==> config.mk <==
export PLATFORM = sky130hd
export DESIGN_NAME = mem_port_arbiter
export DESIGN_NICKNAME = d
export VERILOG_FILES = /design/src/rtl/cpu_defs.sv /design/src/rtl/mem_port_arbiter.sv
export SDC_FILE = /design/constraint.sdc
export NUM_CORES = 1
export LEC_CHECK = 0
export ABC_AREA = 1
export CORE_MARGIN = 10
export CORE_UTILIZATION = 40
export DETAILED_ROUTE_END_ITERATION = 8
export PLACE_DENSITY = 0.73
export SLEW_MARGIN = 20
export SYNTH_ARGS = -nofsm -noshare
export SYNTH_HDL_FRONTEND = slang
export SYNTH_SLANG_ARGS = --single-unit
==> constraint.sdc <==
create_clock -name clk -period 2.6 [get_ports clk]
set_input_delay 0.78 -clock clk [delete_from_list [all_inputs] [get_ports clk]]
set_output_delay 0.78 -clock clk [all_outputs]
set_load 0.05 [all_outputs]
==> src/rtl/cpu_defs.sv <==
// Shared CPU definitions: bus widths, arbiter state encoding and the
// request record latched for each side of the unified memory port.
package cpu_defs;

    localparam int unsigned ADDR_W = 32;
    localparam int unsigned DATA_W = 32;
    localparam int unsigned STRB_W = DATA_W / 8;

    typedef enum logic [2:0] {
        ST_IDLE   = 3'd0,
        ST_D_REQ  = 3'd1,
        ST_D_WAIT = 3'd2,
        ST_I_REQ  = 3'd3,
        ST_I_WAIT = 3'd4,
        ST_DONE   = 3'd5
    } arb_state_e;

    typedef struct packed {
        logic              wr;
        logic [STRB_W-1:0] wstrb;
        logic [ADDR_W-1:0] addr;
        logic [DATA_W-1:0] wdata;
    } mem_req_t;

endpackage

==> src/rtl/mem_port_arbiter.sv <==
// Shares one req/addr_ok/data_ok memory port between instruction fetch and
// data access; data goes first, and the pipeline stalls until both finish.
module mem_port_arbiter
    import cpu_defs::*;
(
    input  logic              clk,
    input  logic              resetn,
    input  logic              inst_en,
    input  logic [ADDR_W-1:0] inst_addr,
    output logic [DATA_W-1:0] inst_rdata,
    input  logic              data_en,
    input  logic [STRB_W-1:0] data_wen,
    input  logic [ADDR_W-1:0] data_addr,
    input  logic [DATA_W-1:0] data_wdata,
    output logic [DATA_W-1:0] data_rdata,
    output logic              stallreq,
    output logic              mem_req,
    output logic              mem_wr,
    output logic [STRB_W-1:0] mem_wstrb,
    output logic [ADDR_W-1:0] mem_addr,
    output logic [DATA_W-1:0] mem_wdata,
    input  logic              mem_addr_ok,
    input  logic              mem_data_ok,
    input  logic [DATA_W-1:0] mem_rdata
);

    arb_state_e        r_state;
    logic              r_dpend;
    logic              r_ipend;
    mem_req_t          r_dreq;
    mem_req_t          r_ireq;
    logic [DATA_W-1:0] r_inst_rdata;
    logic [DATA_W-1:0] r_data_rdata;
    logic              w_busy;
    mem_req_t          w_port;

    // Sequencer: latch both requests in IDLE, then serve data before fetch.
    always_ff @(posedge clk or negedge resetn) begin
        if (!resetn) begin
            r_state      <= ST_IDLE;
            r_dpend      <= 1'b0;
            r_ipend      <= 1'b0;
            r_dreq       <= '0;
            r_ireq       <= '0;
            r_inst_rdata <= '0;
            r_data_rdata <= '0;
        end else begin
            case (r_state)
                ST_IDLE: begin
                    r_dpend <= data_en;
                    r_ipend <= inst_en;
                    if (data_en) begin
                        r_dreq <= '{wr: |data_wen, wstrb: data_wen,
                                    addr: data_addr, wdata: data_wdata};
                    end
                    if (inst_en) begin
                        r_ireq <= '{wr: 1'b0, wstrb: '0,
                                    addr: inst_addr, wdata: '0};
                    end
                    if (data_en) begin
                        r_state <= ST_D_REQ;
                    end else if (inst_en) begin
                        r_state <= ST_I_REQ;
                    end
                end
                ST_D_REQ: begin
                    if (mem_addr_ok) r_state <= ST_D_WAIT;
                end
                ST_D_WAIT: begin
                    if (mem_data_ok) begin
                        if (!r_dreq.wr) r_data_rdata <= mem_rdata;
                        r_dpend <= 1'b0;
                        r_state <= r_ipend ? ST_I_REQ : ST_DONE;
                    end
                end
                ST_I_REQ: begin
                    if (mem_addr_ok) r_state <= ST_I_WAIT;
                end
                ST_I_WAIT: begin
                    if (mem_data_ok) begin
                        r_inst_rdata <= mem_rdata;
                        r_ipend      <= 1'b0;
                        r_state      <= ST_DONE;
                    end
                end
                ST_DONE: r_state <= ST_IDLE;
                default: r_state <= ST_IDLE;
            endcase
        end
    end

    // Port fields follow the record being served; the data record owns the
    // port for as long as its pending flag is set.
    always_comb begin
        w_busy   = 1'b0;
        w_port   = '0;
        mem_req  = 1'b0;
        stallreq = 1'b0;
        case (r_state)
            ST_IDLE:   stallreq = inst_en | data_en;
            ST_D_REQ,
            ST_I_REQ:  begin w_busy = 1'b1; mem_req = 1'b1; stallreq = 1'b1; end
            ST_D_WAIT,
            ST_I_WAIT: begin w_busy = 1'b1; stallreq = 1'b1; end
            default:   stallreq = 1'b0;
        endcase
        if (w_busy) w_port = r_dpend ? r_dreq : r_ireq;
    end

    assign mem_wr     = w_port.wr;
    assign mem_wstrb  = w_port.wstrb;
    assign mem_addr   = w_port.addr;
    assign mem_wdata  = w_port.wdata;
    assign inst_rdata = r_inst_rdata;
    assign data_rdata = r_data_rdata;

endmodule
Word level (Yosys, flattened, before mapping)

Index checks and enable logic that the tools add are counted.

Output and inout port bits: 135
Latch bits: 0
Memories: 0
Input port bits: 138
Register bits after elaboration: 170
Bits in writable memories: 0
ROM bits: 0
Word-level logic and storage cells: 50

Reduce and logical (&&, ||, !) cells: 13
Shifts and indexed selects: 0
$mul: 0
Div/mod/pow operators: 0
Mux-type cells: 16
Equality and inequality tests: 9
Add/sub/neg operators: 0
Bitwise gates (word level): 2
$lt $le $gt $ge: 0

Operators by type and width:

| operator             | count |
|---|---|
| $mux W69             | 2 |
| $mux W3              | 7 |
| $pmux W3 S5          | 1 |
| $reduce_and A2 Y1    | 5 |
| $ne A2 B2 Y1 const B | 4 |
| $reduce_or A4 Y1     | 2 |
| $eq A3 B2 Y1 const B | 2 |
| $pmux W1 S2          | 3 |
| $reduce_and A5 Y1    | 1 |
| $reduce_bool A2 Y1   | 2 |
| $eq A3 B1 Y1 const B | 1 |
| $eq A3 B3 Y1 const B | 1 |
| $logic_not A3 Y1     | 1 |
| $mux W1              | 3 |
| $ne A3 B3 Y1 const B | 1 |
| $reduce_and A3 Y1    | 1 |
| $reduce_or A2 Y1     | 1 |
| $not A1 Y1           | 1 |
| $or A1 B1 Y1         | 1 |

Longest topological paths before layout

Word-level depth: 4
Mapped depth: 8
Mapped depth without buffers: 8

Least setup slack after synthesis

OpenSTA, ideal clock, no wires.

Path kind: flip-flop to output port
From: register r_state[2]
To: output port mem_wdata[10]
Data arrival time: 2269 ps
Stages on the path, launching flop included: 5
Required time: 1820 ps
Slack: -449 ps
Buffers on the path: 1
Cell sequence: dfrtp_1 > nor2_1 > nor2_4 > buf_2 > nor2_1

Word-level cells in the longest chain between the ends: 4
Elaborated cells on any way between the ends: 7
Those cells by class: eq/ne (4); mux (2); reduce/logical (1)

Ends and longest elaborated chain:

| item                                       | line                    | text |
|---|---|---|
| from (decl)                                | mem_port_arbiter.sv:27  | `arb_state_e r_state;` |
| from (signal assigned)                     | mem_port_arbiter.sv:73  | `r_state <= r_ipend ? ST_I_REQ : ST_DONE;` |
| $eq A3 B2 Y1, or another cell as far along | mem_port_arbiter.sv:99  | `case (r_state)` |
| $reduce_or A4 Y1 (no source line) *        | -                       |  |
| $mux W1 *                                  | mem_port_arbiter.sv:99  |  |
| $mux W69 *                                 | mem_port_arbiter.sv:107 | `if (w_busy) w_port = r_dpend ? r_dreq : r_ireq;` |
| to (decl)                                  | mem_port_arbiter.sv:21  | `output logic [DATA_W-1:0] mem_wdata,` |

Mark *: on every way between the ends. The rest lies on a longest branch, timed or not.

Final worst setup path

From: register r_state[1]
To: output port mem_wdata[2]

Same word-level chain as after synthesis.

==> metrics.cfg <==
[critical_path]
cpMostUsedCell=buf_6
timing.rr.start=r_state[1]
critical_path_arrival_ns=1.86
r2r_slack_ns=0.66
crit_chain=buf_6 -> nand3_4 -> nand2_4 -> nor2_4 -> buf_6 -> clkbuf_16 -> nor2_2 -> buf_6
worst_r2r_path_depth=9
r2r_end=r_ireq[33]
path_class=flip-flop to output pin
start_kind=flip-flop
end_kind=output pin
cpMaxStageDelayCell=dfrtp_2
critPathMaxStageDelay_ns=0.45
worstPathMaxFanout=4
required_ns=1.82

[clocking]
clk-insertion-delay-late_ns=0.42
h-tree-depth=4
cts.hold.buffers_added=0
cts.clk_slew.worst_paths_ns=0.07
clock_path_buffers=2
cts.sinks=170
tritoncts=built
cts.root.buffer_cell=clkbuf_16
cts_made_buffers=17

[yosys]
synth_top_area_cell=dfrtp_1
syn-num-nets=1111
netlist.area_leader.share_pct=56.95
netlist_top_cells_area=dfrtp_1 57%, nand2_1 26%, o21ai_0 4.8%
synth_seq_cells=170
netlist_area_um2=7470
postSynthAreaPerCell_um2=7.677
syn_inst=973
seq_area_frac_synth_pct=56.95
yosysUniqueCellTypes=16
ys_warn_count=0

[floorplanning]
start_util_pct=41.16
core_um2=18150
ios=273
die_w_um=156.7
num_rows=49
chipHeight_um=156.7
die_area_um2=24540

[drt]
vias_per_cell=4.765
drc=0
drt_iter0_drc=406
routedWlPerCell_um=16.96
vias=7095
final_antenna_net_count=0
routed_wl_um=25250
first_pass_iters=4

[placement]
pre_cts_slack_ns=0.06241
place_inst=1439
place.gp.congestion=0.8217
portBuffers=272
hpwlAfterDp_um=17120

[sta]
max_freq_ghz=0.3785
worst_pin_slew_ns=0.5782
worst_slack_ns=-0.04181
setup_viol=61
rsz0062_at_grt=yes
report.final.hold_viol_count=0
finClkSkew_ns=0.01019
tns_ns=-0.7725
slew-limit-headroom_pct=61.45
fin_crit_ns=2.642
fin_crit_sh_pct=101.6
drv_slew=0

[power_and_ir_drop]
ir_drop_uv=838.7
p_per_area_nw_per_um2=1494
total_leakage_power_nw=5.989

[run_status]
status=complete, but fails checks
violations=negative setup slack

[global_route]
antenna_found_initial=4
grt_overflow_total=0
grt_use_total_pct=20.07
grt_max_degree=65
grt_pass1_vias=7175
grt_first_pass_wirelength_um=38790

[cells_and_area]
nNetsFinal=1382
finalNonFillerCells=1489
layout-drive-gt1-share_pct=14.32
postLayoutCoreUtil_pct=63.40
synthToLayoutAreaGrowth_pct=54.02

[job]
drv_cap=0

[min_path]
min_path_type=input port to asynchronous set/reset pin

-- power by group --
| group | internal (mW) | switching, mW | leakage, nW | total [mW] |
|---|---|---|---|---|
| Clock | 1.31 | 1.07 | 0.263 | 2.38 |
| Combinational | 3.58 | 6.62 | 3.60 | 10.2 |
| Sequential | 3.90 | 0.706 | 2.13 | 4.61 |
| Total | 8.79 | 8.40 | 5.99 | 17.2 |
-- synthesized netlist by cell type --
cell      number
nand2_1      510
dfrtp_1      170
inv_1         77
o21ai_0       71
nor2_1        43
nand3_1       37
clkbuf_1      25
buf_2         24
buf_1          4
inv_2          4
nor2_2         2
nor2_4         2
buf_4          1
nand2_2        1
nand3_2        1
o31ai_1        1
-- critical path, delay by kind of cell (launching register included) --
kind / cells / cell delay, ns
buf+inv: 4 / 0.63
simple gates: 4 / 0.36
flops: 1 / 0.45
-- layout by cell type, fill, tap and decap left out, types with 2 or more instances in the layout --
cell type        count
clkdlybuf4s50_1    200
buf_16               4
nor2_1              26
nand2_2              6
buf_6               73
buf_8                2
nand3_1             37
inv_1               73
diode_2              3
clkbuf_16           19
clkbuf_8             3
inv_6                5
nand2_4              2
clkinvlp_4           4
nand2_1            503
o21ai_0             70
buf_4               17
nor2_2              13
dfrtp_2              4
dfrtp_1            166
nor2_4               8
clkinv_2             2
buf_12               8
inv_2                7
-- cell families (layout without fill, tap and decap cells) --
family	Yosys count	in the layout	share of synthesized area, %
flops	170	170	56.95
buf+inv	135	419	7.236
simple gates	596	596	30.95
compound gates	72	72	4.858
other cells	0	3	0
-- flip-flops by register name (all words and copies together), names as in the netlist --
signal / flops
r_ipend: 1
inst_rdata: 32
r_dpend: 1
r_state: 3
data_rdata: 32
r_dreq: 69
r_ireq: 32
-- routing by layer --
metal	routed length [um]	track usage (%)	vias up	part of all wire, %
met1	9899	23.57	3281	39
met4	375	5.708	4	1.5
met5	27	0	-	0.11
met2	12110	32.31	301	48
li1	-	-	3483	-
met3	2842	9.375	26	11
-- layout make-up --
type / count / area (um2)
clock buffers: 21 / 470.5
inverters: 81 / 309.0
multi-input cells: 668 / 2786
flip-flops and latches: 170 / 4259
diodes: 3 / 7.507
repair buffers: 306 / 3302
clock inverters: 11 / 83.83
fillers: 1575 / 6643
well taps: 229 / 286.5
-- metrics by stage --
step / hold slack [ns] / instance area [um2] / total power, mW
5_1_grt: 0.2889 / 11500 / 18.25
4_1_cts: 0.2758 / 11370 / 17.02
3_3_place_gp: 0.4526 / 10310 / 13.38
3_5_place_dp: 0.4584 / 10310 / 13.53
2_1_floorplan: 0.4422 / 7477 / 10.44
6_report: 0.2682 / 11500 / 17.19
-- worst max-delay path by stage --
stage	from	to
2_1_floorplan	r_state[2]	mem_wdata[10]
3_3_place_gp	data_en	stallreq
3_5_place_dp	inst_en	stallreq
4_1_cts	r_state[1]	stallreq
5_1_grt	r_state[1]	mem_addr[13]
6_report	r_state[1]	mem_wdata[2]
-- timing repair --
action                     in CTS  in global routing
pin swaps                       2                  1
gates resized for setup       101                 21
hold endpoints to repair        0                  0
gates cloned                    4                  2
buffers inserted                7                  2
setup endpoints to repair      70                 70
Note: power is estimated with default switching activity, not from simulation.
